### config.mk
export PLATFORM = sky130hd
export DESIGN_NAME = controller_snes_device
export DESIGN_NICKNAME = d
export VERILOG_FILES = /design/src/rtl/controller_snes_device.sv
export SDC_FILE = /design/constraint.sdc
export NUM_CORES = 1
export LEC_CHECK = 0
export BUFFER_PORTS_ARGS = -buffer_cell sky130_fd_sc_hd__buf_4
export CAP_MARGIN = 20
export CORE_ASPECT_RATIO = 1.1
export CORE_MARGIN = 4
export CORE_UTILIZATION = 58
export CTS_CLUSTER_SIZE = 8
export DETAILED_ROUTE_END_ITERATION = 12
export GPL_TIMING_DRIVEN = 0
export PLACE_DENSITY = 0.84
export SYNTH_ARGS = -nofsm -noshare
export SYNTH_HDL_FRONTEND = slang
export SYNTH_HIERARCHICAL = 1
export SYNTH_SLANG_ARGS = --single-unit
### constraint.sdc
create_clock -name clk -period 2.5 [get_ports clk]
set_clock_uncertainty 0.05 [all_clocks]
set_input_delay 0 -clock clk [delete_from_list [all_inputs] [get_ports clk]]
set_output_delay 0 -clock clk [all_outputs]
set_load 0.01 [all_outputs]
### src/rtl/controller_snes_device.sv
// Device (pad) side of the SNES / GAMETANK serial controller protocol.
// The host drives latch (joy_strb) and data clock (joy_clk); this block
// latches a 12-bit button vector plus an ID nibble and shifts out 16
// active-low bits, bit0 (B) first, advancing on each host clock rise.

// Two-flop synchronizer followed by a stability filter: the filtered
// level only follows the synchronized input after FILTER consecutive
// samples disagree with it, so pulses shorter than FILTER cycles vanish.
module controller_snes_device_filter #(
   parameter int   FILTER  = 2,
   parameter logic RST_VAL = 1'b0
) (
   input  logic clk,
   input  logic resetn,
   input  logic pin,
   output logic level
);

   localparam int CW = (FILTER > 1) ? $clog2(FILTER) : 1;

   logic [1:0]    sync;
   logic [CW-1:0] cnt;

   // Bring the asynchronous pin into the clk domain.
   always_ff @(posedge clk or negedge resetn) begin
      if (!resetn) begin
         sync <= {2{RST_VAL}};
      end else begin
         sync <= {sync[0], pin};
      end
   end

   // Count disagreeing samples; commit the new level after FILTER of them.
   always_ff @(posedge clk or negedge resetn) begin
      if (!resetn) begin
         level <= RST_VAL;
         cnt   <= '0;
      end else if (sync[1] == level) begin
         cnt <= '0;
      end else if (cnt == CW'(FILTER - 1)) begin
         level <= sync[1];
         cnt   <= '0;
      end else begin
         cnt <= cnt + 1'b1;
      end
   end

endmodule

module controller_snes_device #(
   parameter int       FILTER = 2,
   parameter logic [3:0] ID   = 4'b0000
) (
   input  logic        clk,
   input  logic        resetn,
   input  logic        joy_strb,
   input  logic        joy_clk,
   output logic        joy_data,
   input  logic [11:0] buttons,
   output logic        poll_done,
   output logic        shifting
);

   typedef enum logic [1:0] {
      IDLE  = 2'd0,
      LATCH = 2'd1,
      SHIFT = 2'd2,
      DONE  = 2'd3
   } state_t;

   state_t      state, state_nxt;
   logic [15:0] shreg, shreg_nxt;
   logic [4:0]  bit_cnt, bit_cnt_nxt;
   logic        joy_data_nxt;
   logic        poll_done_nxt;
   logic        shifting_nxt;

   logic        strb_f, strb_q;
   logic        clk_f, clk_q;
   logic        strb_rise;
   logic        clk_rise;
   logic [15:0] load_val;

   controller_snes_device_filter #(
      .FILTER  (FILTER),
      .RST_VAL (1'b0)
   ) u_strb_filter (
      .clk    (clk),
      .resetn (resetn),
      .pin    (joy_strb),
      .level  (strb_f)
   );

   // The host clock idles high, so its filter comes out of reset high.
   controller_snes_device_filter #(
      .FILTER  (FILTER),
      .RST_VAL (1'b1)
   ) u_clk_filter (
      .clk    (clk),
      .resetn (resetn),
      .pin    (joy_clk),
      .level  (clk_f)
   );

   // Delayed copies of the filtered levels for edge detection.
   always_ff @(posedge clk or negedge resetn) begin
      if (!resetn) begin
         strb_q <= 1'b0;
         clk_q  <= 1'b1;
      end else begin
         strb_q <= strb_f;
         clk_q  <= clk_f;
      end
   end

   assign strb_rise = strb_f & ~strb_q;
   assign clk_rise  = clk_f & ~clk_q;

   // Wire format is active-low; the ID nibble rides in bits 13-16.
   assign load_val = {~ID, ~buttons};

   // State and datapath registers; reset puts the pins in the idle pattern.
   always_ff @(posedge clk or negedge resetn) begin
      if (!resetn) begin
         state     <= IDLE;
         shreg     <= '1;
         bit_cnt   <= '0;
         joy_data  <= 1'b1;
         poll_done <= 1'b0;
         shifting  <= 1'b0;
      end else begin
         state     <= state_nxt;
         shreg     <= shreg_nxt;
         bit_cnt   <= bit_cnt_nxt;
         joy_data  <= joy_data_nxt;
         poll_done <= poll_done_nxt;
         shifting  <= shifting_nxt;
      end
   end

   // Next-state and register updates; a strobe rise overrides everything,
   // including a clock edge landing in the same cycle.
   always_comb begin
      state_nxt     = state;
      shreg_nxt     = shreg;
      bit_cnt_nxt   = bit_cnt;
      joy_data_nxt  = joy_data;
      poll_done_nxt = 1'b0;
      shifting_nxt  = shifting;

      if (strb_rise) begin
         state_nxt    = LATCH;
         shreg_nxt    = load_val;
         bit_cnt_nxt  = '0;
         joy_data_nxt = load_val[0];
         shifting_nxt = 1'b0;
      end else begin
         case (state)
            IDLE: begin
               joy_data_nxt = 1'b1;
               if (strb_f) begin
                  state_nxt    = LATCH;
                  shreg_nxt    = load_val;
                  bit_cnt_nxt  = '0;
                  joy_data_nxt = load_val[0];
               end
            end
            LATCH: begin
               if (strb_f) begin
                  // Transparent while the strobe is held.
                  shreg_nxt    = load_val;
                  bit_cnt_nxt  = '0;
                  joy_data_nxt = load_val[0];
               end else begin
                  // Strobe released: keep the last captured vector.
                  state_nxt    = SHIFT;
                  shifting_nxt = 1'b1;
               end
            end
            SHIFT: begin
               if (clk_rise) begin
                  shreg_nxt    = {1'b0, shreg[15:1]};
                  joy_data_nxt = shreg[1];
                  bit_cnt_nxt  = bit_cnt + 5'd1;
                  if (bit_cnt == 5'd15) begin
                     state_nxt     = DONE;
                     shifting_nxt  = 1'b0;
                     poll_done_nxt = 1'b1;
                     joy_data_nxt  = 1'b0;
                  end
               end
            end
            DONE: begin
               // Reads past bit 16 see a constant 0 (pad present).
               joy_data_nxt = 1'b0;
            end
            default: begin
               state_nxt = IDLE;
            end
         endcase
      end
   end

endmodule

* Yosys cells after proc, flatten, opt, wreduce, memory -nomap -nowiden
Cells that the tools add are included.
** Operators by class
- Add/sub/neg operators :: 3
- $mul :: 0
- Divide/modulo/power cells :: 0
- $lt $le $gt $ge :: 0
- Eq/ne operators :: 12
- Shift-type cells :: 0
- Multiplexer cells :: 33
- Bitwise operators :: 7
- Reduce and logical (&&, ||, !) cells :: 11
** Operators by type and width (number)
- 16-bit two-way mux :: 3
- 16-bit case mux with 2 select lines :: 1
- 1-bit two-way mux :: 17
- 5-bit two-way mux :: 3
- 12-bit inverter :: 1
- 2-bit two-way mux :: 5
- 5-bit case mux with 2 select lines :: 1
- 3-bit inequality test, second input constant :: 3
- 3-bit by 2-bit inequality test with 1-bit output, second input constant :: 2
- 2-bit case mux with 3 select lines :: 1
- 2-bit AND reduction :: 3
- 3-bit nonzero test :: 2
- 5-bit by 1-bit adder with 5-bit output, second input constant :: 1
- 5-bit by 4-bit equality test with 1-bit output, second input constant :: 1
- 5-bit AND reduction :: 1
- 2-bit equality test, second input constant :: 2
- 1-bit inverter :: 4
- 1-bit case mux with 4 select lines :: 1
- 4-bit AND reduction :: 1
- 4-bit nonzero test :: 1
- 3-bit by 1-bit inequality test with 1-bit output, second input constant :: 1
- 3-bit AND reduction :: 1
- 1-bit adder, second input constant :: 2
- 1-bit bitwise AND :: 2
- other kinds (5) :: 6
** Storage, ports and cells
- Register bits :: 36
- Bits in latches :: 0
- RAM bits :: 0
- Bits in read-only memories :: 0
- Input port bits :: 16
- Memories :: 0

* Longest topological paths before layout
Gate-level depths: netlist (run 1).
- Depth after elaboration :: 5
- Mapped depth :: 7
- Mapped depth without buffers :: 7

* By module
Netlist (run 1), hierarchy kept.
** Modules (own cells, without submodules)
- controller_snes_device :: times used 1, cells an instance 135, area each 1451.4 um^2, seq. area each 696.9 um^2
- controller_snes_device_filter (u_clk_filter) :: times used 1, cells an instance 7, area each 131.4 um^2, seq. area each 103.8 um^2
- controller_snes_device_filter (u_strb_filter) :: times used 1, cells an instance 7, area each 127.6 um^2, seq. area each 100.1 um^2

* Worst setup path before layout (run 1)
OpenSTA, ideal clock, no wires.
- Path type :: flip-flop to flip-flop
- Start point :: register state[1]
- End point :: register bit_cnt[4]
- Setup time :: 0.125 ns
- Arrival time :: 1.574 ns
- Slack :: 0.751 ns
- Stages on the path, launching flop included :: 8
- Cells stage by stage :: dfrtp_1 inv_1 ha_1 nor2_1 o21ba_2 a22o_1 buf_6 mux2_4
** On the way
- Word-level cells in the longest chain between the ends :: 4
- Elaborated cells on any way between the ends :: 10
- Those cells by class :: eq/ne (4); mux (2); reduce/logical (4)
** Ends and longest elaborated chain
- from (decl) :: line 71 : state_t state, state_nxt;
- from (signal assigned) :: line 132 : state <= state_nxt;
- 2-bit by 1-bit equality test with 1-bit output / 2-bit logical NOT (equally long branches) :: line 158 : case (state)
- 2-bit OR reduction (no line)
- 3-bit by 1-bit inequality test with 1-bit output (no line), or another cell as far along
- 3-bit AND reduction (no line) / 5-bit two-way mux (equally long branches)
- to (signal assigned) :: line 134 : bit_cnt <= bit_cnt_nxt;
- to (decl) :: line 73 : logic [4:0] bit_cnt, bit_cnt_nxt;
Parallel ways exist; a longest one is shown, timed or not.
A chain may end at the register's enable or synchronous reset.

* Final worst setup path (run 1)
- Start point :: register state[0]
- End point :: register bit_cnt[4]
Same word-level chain as after synthesis.

==> run summary, run 1 <==
==================================================================================
Outcome                                                               finished, final reports clean
Fraction of synthesized cell area in xor and xnor cells                      1.02%
Setup violations, final                                                          0
Final TNS setup                                                               0 ns
Maximum frequency from static timing analysis                            0.520 GHz
Buffer count from post-CTS setup fixing                                          0
Count of unique library cells instantiated by Yosys                             34
Total CTS buffers                                                                5
FF-to-FF Start                                                            state[0]
Total Wirelength                                                           3130 um
Count of clock tree sinks                                                       35
# rows                                                                          20
Clock transition at the registers of the reported paths                    0.10 ns
Vias per inst                                                                 5.63
CP Data Arrival Time                                                       2.09 ns
Transition time at the pin with the least slew margin                     0.444 ns
R2R cell count                                                                   7
Filler Cells Inserted                                                          219
Final slew viol count                                                            0
Number of gates given a new drive strength after cts                             0
Nets                                                                           199
Portion of the post-synthesis area used by sequential elements               52.7%
Tmin final                                                                 1.92 ns
Antenna diode count                                                              0
Post-DP HPWL                                                               2210 um
Commonest non-fill, non-tap cell in the layout                        sky130_fd_sc_hd__dfstp_2
Vias post-DR                                                                 1,187
Simple-Gate Fraction of Synth Area                                           10.8%
Placeable Area                                                        0.00280 mm^2
Worst slew slack as a fraction of its limit                                  70.2%
Required time at the worst-slack endpoint                                  2.67 ns
Net count of the mapped netlist                                                171
Worst setup EP type                                                           flop
Total grt overflow                                                               0
Total Die Area                                                        0.00388 mm^2
Placer congestion estimate                                                   0.779
Post-synthesis adder-cell area fraction                                      4.39%
Aggregate global-route resource usage                                        19.6%
Routed length per placed instance                                          14.8 um
Initial drt markers                                                             60
Period utilization                                                           76.9%
Detailed-router iteration count before antenna repair                            6
Yosys reg bits                                                                  35
Hold depth                                                                       4
Flop2flop setup slack                                                      0.58 ns
Wire length of the first global-routing pass                               5670 um
Initial antenna violation count                                                  0
Share of final-layout standard cells stronger than drive strength 1          39.3%
Largest net degree at the start of global routing                               36
Area delta synth->final                                                      16.1%
Number of nets with antenna violations after detailed routing                    0
Instance count of the mapped netlist                                           149
Leakage power figure                                                      0.861 nW
Final worst setup slack                                                   0.578 ns
Multiplexer share of the synthesized area                                    13.5%
Worst ir drop on vdd                                                      0.727 mV
Synth Area in Compound Gates                                                 11.1%
Root buf cell                                                         sky130_fd_sc_hd__clkbuf_4
Total of warnings raised by yosys                                                6
Ports                                                                           19
Timing startpoint of the critical path                                    state[0]
Residual DRC count                                                               0
Post-synthesis instance area                                          0.00171 mm^2
Via count of the first global-routing pass                                   1,241
Post-placement setup slack                                                0.610 ns
Number of buffers on the longest clock path                                      2
Hold path startpoint                                                    buttons[0]
Clock latency of the later-clocked register in the worst-skew pair         0.33 ns
Total power divided by cell area                                      1130 mW/mm^2
Category of the worst setup path launch point                                 flop
PortBufs                                                                        18
Combinational family with the most area after synthesis               multiplexers
Leading cell types in the layout, fill and taps excluded              20 x sky130_fd_sc_hd__dfstp_2, 18 x sky130_fd_sc_hd__buf_4, 15 x sky130_fd_sc_hd__o21ai_0, 15 x sky130_fd_sc_hd__dfrtp_1, 13 x sky130_fd_sc_hd__mux2_2
Unrepaired setup endpoints after global routing                                 no
Largest fanout of any net on the critical path                                  10
CTS tree                                                                     built
Classification of the worst-slack hold path                           input pin to flop
Die Wd                                                                     59.8 um
Crit Path Class                                                       flop to flop
Count of final hold-check violations                                             0
Die height                                                                 65.0 um
H-Tree Depth                                                                     2
Max-cap viol count                                                               0
Average cell area after synthesis                                        11.5 um^2
Initial core utilization                                                     61.0%
==================================================================================
## final cells by class
class,count,area [um^2],area share (%)
Sequential cell,35,901,45.4
Multi-Input combinational cell,96,699,35.2
Timing Repair Buffer,21,165,8.32
Buffer,8,72.6,3.65
Clock buffer,8,68.8,3.47
Tap cell,33,41.3,2.08
Inverter,10,37.5,1.89
## timing repair
action / CTS / global route
endpoints found under the hold margin: 37 / 0
hold buffers: 3 / 0
endpoints found under the setup margin: 0 / 0
## synthesized netlist by cell type
library cell | n | area share (%)
sky130_fd_sc_hd__nand2_1 | 6 | 1.3
sky130_fd_sc_hd__a32oi_1 | 1 | 0.51
sky130_fd_sc_hd__clkbuf_1 | 2 | 0.44
sky130_fd_sc_hd__or3_1 | 1 | 0.37
sky130_fd_sc_hd__and2_4 | 1 | 0.51
sky130_fd_sc_hd__o21ba_2 | 1 | 0.59
sky130_fd_sc_hd__mux2_4 | 3 | 2.6
sky130_fd_sc_hd__mux2i_1 | 4 | 2.3
sky130_fd_sc_hd__and3_1 | 2 | 0.73
sky130_fd_sc_hd__buf_2 | 1 | 0.29
sky130_fd_sc_hd__ha_1 | 6 | 4.4
sky130_fd_sc_hd__dfstp_2 | 20 | 31
sky130_fd_sc_hd__a211oi_1 | 1 | 0.44
sky130_fd_sc_hd__o21a_1 | 1 | 0.44
sky130_fd_sc_hd__a22o_1 | 1 | 0.51
sky130_fd_sc_hd__nand2b_1 | 3 | 1.1
sky130_fd_sc_hd__mux2_2 | 13 | 8.6
sky130_fd_sc_hd__dfrtp_1 | 15 | 22
sky130_fd_sc_hd__inv_1 | 10 | 2.2
sky130_fd_sc_hd__nand3b_1 | 1 | 0.44
sky130_fd_sc_hd__nor3_1 | 1 | 0.29
sky130_fd_sc_hd__a221oi_1 | 1 | 0.51
sky130_fd_sc_hd__o21ai_0 | 15 | 4.4
sky130_fd_sc_hd__o211ai_1 | 1 | 0.44
sky130_fd_sc_hd__nand3_1 | 12 | 3.5
sky130_fd_sc_hd__a21boi_0 | 1 | 0.44
sky130_fd_sc_hd__a21oi_1 | 3 | 0.88
sky130_fd_sc_hd__a31oi_1 | 3 | 1.1
sky130_fd_sc_hd__xnor2_1 | 2 | 1.0
sky130_fd_sc_hd__a311oi_2 | 1 | 0.88
sky130_fd_sc_hd__buf_6 | 4 | 2.6
sky130_fd_sc_hd__nor2_1 | 10 | 2.2
sky130_fd_sc_hd__nand4_1 | 1 | 0.37
sky130_fd_sc_hd__buf_8 | 1 | 0.88
## cell families (layout without fill, tap and decap cells)
family | Yosys count | in the layout
simple gates | 38 | 38
flops | 35 | 35
compound gates | 30 | 30
mux | 20 | 20
buf+inv | 18 | 47
fa+ha+maj | 6 | 6
xor+xnor | 2 | 2
## stage by stage
step	power [W]	hold WS [ns]	instances	area, um^2	util, %
global placement	0.00184	-0.0865	200	1890	67.3
finish	0.00224	0.00294	211	1990	70.8
CTS	0.00225	0.000179	211	1990	70.8
floorplan	0.00167	-0.346	149	1710	-
global route	0.00241	0.0114	211	1990	70.8
detailed placement	0.00190	-0.0805	200	1890	67.3
## power by group
group          total (W)  switching (W)  internal, W  leakage [nW]
logic           0.000915       0.000440     0.000475         0.421
registers       0.000978       0.000137     0.000842         0.401
clock network   0.000342       0.000177     0.000165        0.0386
## metal layers
layer  share of wire [%]  up-vias  GRT usage (%)
li1                    -      575              -
met2                  52       27           32.2
met3                 4.5        6           4.98
met5                   0        -              0
met1                  43      579           24.9
met4                 1.4        0           6.37
## flip-flops by register name, summed over array words and instances (netlist names)
signal / count
u_strb_filter/sync: 2
u_clk_filter/level: 1
shreg: 15
joy_data: 1
shifting: 1
bit_cnt: 5
u_clk_filter/sync: 2
poll_done: 1
strb_q: 1
state: 2
clk_q: 1
u_clk_filter/cnt: 1
u_strb_filter/level: 1
u_strb_filter/cnt: 1
## final timing paths
path	endpoint
min in group asynchronous	shifting
worst max-delay path	bit_cnt[4]
worst min-delay path	joy_data
max in group asynchronous	shreg[11]
worst max register to register	bit_cnt[4]
worst min register to register	u_strb_filter/sync[1]
## critical path: stages, from the launching register on
cell                      delay, ns
sky130_fd_sc_hd__dfrtp_1       0.40
sky130_fd_sc_hd__inv_1         0.09
sky130_fd_sc_hd__ha_1          0.21
sky130_fd_sc_hd__buf_2         0.18
sky130_fd_sc_hd__o21ai_0       0.19
sky130_fd_sc_hd__a22o_1        0.22
sky130_fd_sc_hd__buf_6         0.17
sky130_fd_sc_hd__mux2_4        0.30
Note: power is estimated with default switching activity, not from simulation.
==> run 2: changes to the inputs <==
- CORE_UTILIZATION: 58 -> 51
- PLACE_DENSITY: 0.84 -> 0.79
- clock period: 2.5 -> 1.6 ns (I/O delays scaled with it)
==> run 2 against run 1 <==
Against the previous run: the flow now finishes with violations (setup timing); clock power up 60%; sequential share of layout area decreased by 6.8 points; register-to-register slack worse by 0.77 ns; critical path type unchanged; cell count up 12%; largest power group is now combinational cells; setup slack got worse by 0.77 ns; flip-flop and latch count is the same.
==> run summary, run 2 (synthesis results as in run 1) <==
==================================================================================
Final worst hold slack                                                  0.00557 ns
Maximum frequency from static timing analysis                            0.557 GHz
Vias post-DR                                                                 1,325
Root buf cell                                                         sky130_fd_sc_hd__clkbuf_4
Total Wirelength                                                           3890 um
Largest register by flop count                                               shreg
Placer congestion estimate                                                   0.761
Wire length on met2                                                        2140 um
Leading cell types in the layout, fill and taps excluded              33 x sky130_fd_sc_hd__buf_4, 20 x sky130_fd_sc_hd__dfstp_2, 15 x sky130_fd_sc_hd__dfrtp_1
Required time at the worst-slack endpoint                                  1.82 ns
# rows                                                                          21
Total power divided by cell area                                      1800 mW/mm^2
Nets                                                                           223
Number of flip-flops in the largest register                                    15
Final TNS setup                                                           -3.67 ns
Aggregate global-route resource usage                                        19.4%
Flop2flop setup slack                                                     -0.19 ns
Via count of the first global-routing pass                                   1,338
R2R cell count                                                                   7
Vias per inst                                                                 5.61
Number of buffers on the longest clock path                                      2
Leakage power figure                                                       1.01 nW
Tmin final                                                                 1.79 ns
Die Wd                                                                     63.2 um
Post-Route M1 WL                                                           1570 um
Post-DP HPWL                                                               2240 um
Hold depth                                                                       3
Unrepaired setup endpoints after global routing                                yes
Final worst setup slack                                                  -0.195 ns
Antenna diode count                                                              0
Clock transition at the registers of the reported paths                    0.11 ns
Classification of the worst-slack hold path                           input pin to flop
Residual DRC count                                                               0
Initial antenna violation count                                                  0
Hold path startpoint                                                    buttons[8]
Clock latency of the later-clocked register in the worst-skew pair         0.34 ns
Detailed-router iteration count before antenna repair                            4
Uppermost metal layer occupied by signal nets                                 met4
Placeable Area                                                        0.00313 mm^2
Commonest non-fill, non-tap cell in the layout                        sky130_fd_sc_hd__buf_4
Area delta synth->final                                                      36.6%
Crit Path Class                                                       flop to flop
Routed length per placed instance                                          16.5 um
Total grt overflow                                                               0
Largest fanout of any net on the critical path                                  10
Initial core utilization                                                     54.7%
Total CTS buffers                                                                5
Worst slew slack as a fraction of its limit                                  70.9%
Biggest regs                                                          shreg x15, bit_cnt x5
Count of final hold-check violations                                             0
Count of clock tree sinks                                                       35
Final slew viol count                                                            0
CTS tree                                                                     built
Ports                                                                           19
H-Tree Depth                                                                     2
Total Die Area                                                        0.00435 mm^2
Worst Hold Endpoint                                                       shreg[8]
CP Data Arrival Time                                                       2.01 ns
Met3 WL                                                                     122 um
Largest net degree at the start of global routing                               36
Outcome                                                               finished with violations
Die height                                                                 68.7 um
Max-cap viol count                                                               0
Category of the worst setup path launch point                                 flop
Number of nets with antenna violations after detailed routing                    0
FF-to-FF Start                                                        u_strb_filter/level
Worst ir drop on vdd                                                      0.794 mV
Wire length of the first global-routing pass                               6240 um
Initial drt markers                                                             79
Setup violations, final                                                         24
Share of final-layout standard cells stronger than drive strength 1          53.5%
PortBufs                                                                        18
Period utilization                                                            112%
Endpoint of the most critical register-to-register path                   joy_data
Worst setup EP type                                                           flop
Violated checks                                                       setup timing
Transition time at the pin with the least slew margin                     0.437 ns
==================================================================================
[run 2: cell count changes in the layout (fill, tap and decap cells not counted), moves of 2 or more]
cell | before | now
sky130_fd_sc_hd__buf_4 | 18 | 33
sky130_fd_sc_hd__buf_6 | 4 | 10
sky130_fd_sc_hd__clkbuf_1 | 3 | 1
sky130_fd_sc_hd__clkbuf_2 | 0 | 2
sky130_fd_sc_hd__dlygate4sd3_1 | 3 | 7
sky130_fd_sc_hd__ha_1 | 6 | 1
sky130_fd_sc_hd__ha_4 | 0 | 5
sky130_fd_sc_hd__inv_1 | 10 | 8
sky130_fd_sc_hd__inv_2 | 0 | 2
sky130_fd_sc_hd__mux2_2 | 13 | 11
sky130_fd_sc_hd__mux2_4 | 3 | 5
sky130_fd_sc_hd__o21ai_0 | 15 | 11
sky130_fd_sc_hd__o21ai_2 | 0 | 3
[run 2: final cells by class]
class                      count  area (um^2)
tap                           34         42.5
timing repair buffer          45          374
clock buffer                   8         68.8
multi-input combinational     96          832
sequential                    35          901
fill                         219          790
buffer                         8         81.3
inverter                      10         37.5
[run 2: routing by layer]
| layer | global-route usage [%] | vias up |
|---|---|---|
| li1 | - | 625 |
| met1 | 21.6 | 670 |
| met2 | 35.4 | 24 |
| met3 | 5.02 | 6 |
| met4 | 8.89 | 0 |
| met5 | 0 | - |
[run 2: critical path, stage by stage, from the launching register on]
cell,delay [ns]
sky130_fd_sc_hd__dfrtp_1,0.61
sky130_fd_sc_hd__nand2b_1,0.13
sky130_fd_sc_hd__buf_6,0.16
sky130_fd_sc_hd__and2_4,0.15
sky130_fd_sc_hd__buf_6,0.13
sky130_fd_sc_hd__buf_8,0.13
sky130_fd_sc_hd__a311oi_2,0.23
sky130_fd_sc_hd__a21oi_1,0.11
[run 2: worst max-delay path by stage]
stage                   startpoint  slack (ns)  depth (start not counted)    endpoint
4_1_cts                   state[0]       -0.17                          7  bit_cnt[4]
3_5_place_dp              state[0]       -0.23                          7    shreg[6]
6_report       u_strb_filter/level       -0.19                          7    joy_data
3_3_place_gp              state[0]       -0.20                          7  bit_cnt[4]
2_1_floorplan             state[0]       -0.11                          7  bit_cnt[4]
5_1_grt        u_strb_filter/level       -0.29                          6    joy_data
[run 2: metrics by stage]
stage,total power (W),utilization (%),cells,area (um^2),setup slack (ns)
2_1_floorplan,0.00267,-,149,1740,-0.108
3_3_place_gp,0.00294,61.5,201,1920,-0.199
3_5_place_dp,0.00304,61.5,201,1920,-0.235
4_1_cts,0.00410,72.5,231,2270,-0.165
5_1_grt,0.00451,74.7,236,2340,-0.288
6_report,0.00421,74.7,236,2340,-0.195
[run 2: timing repair]
item	4_1_cts	5_1_grt
setup endpoints to repair	24	24
hold buffers	7	0
resized for setup	24	10
setup buffers	13	6
cloned	2	0
pin swaps	8	5
hold endpoints to repair	41	0
[run 2: where the power goes]
| group | switching, W | internal [W] |
|---|---|---|
| Combinational | 0.000924 | 0.00118 |
| Clock | 0.000287 | 0.000259 |
| Sequential | 0.000247 | 0.00132 |
| Total | 0.00146 | 0.00275 |
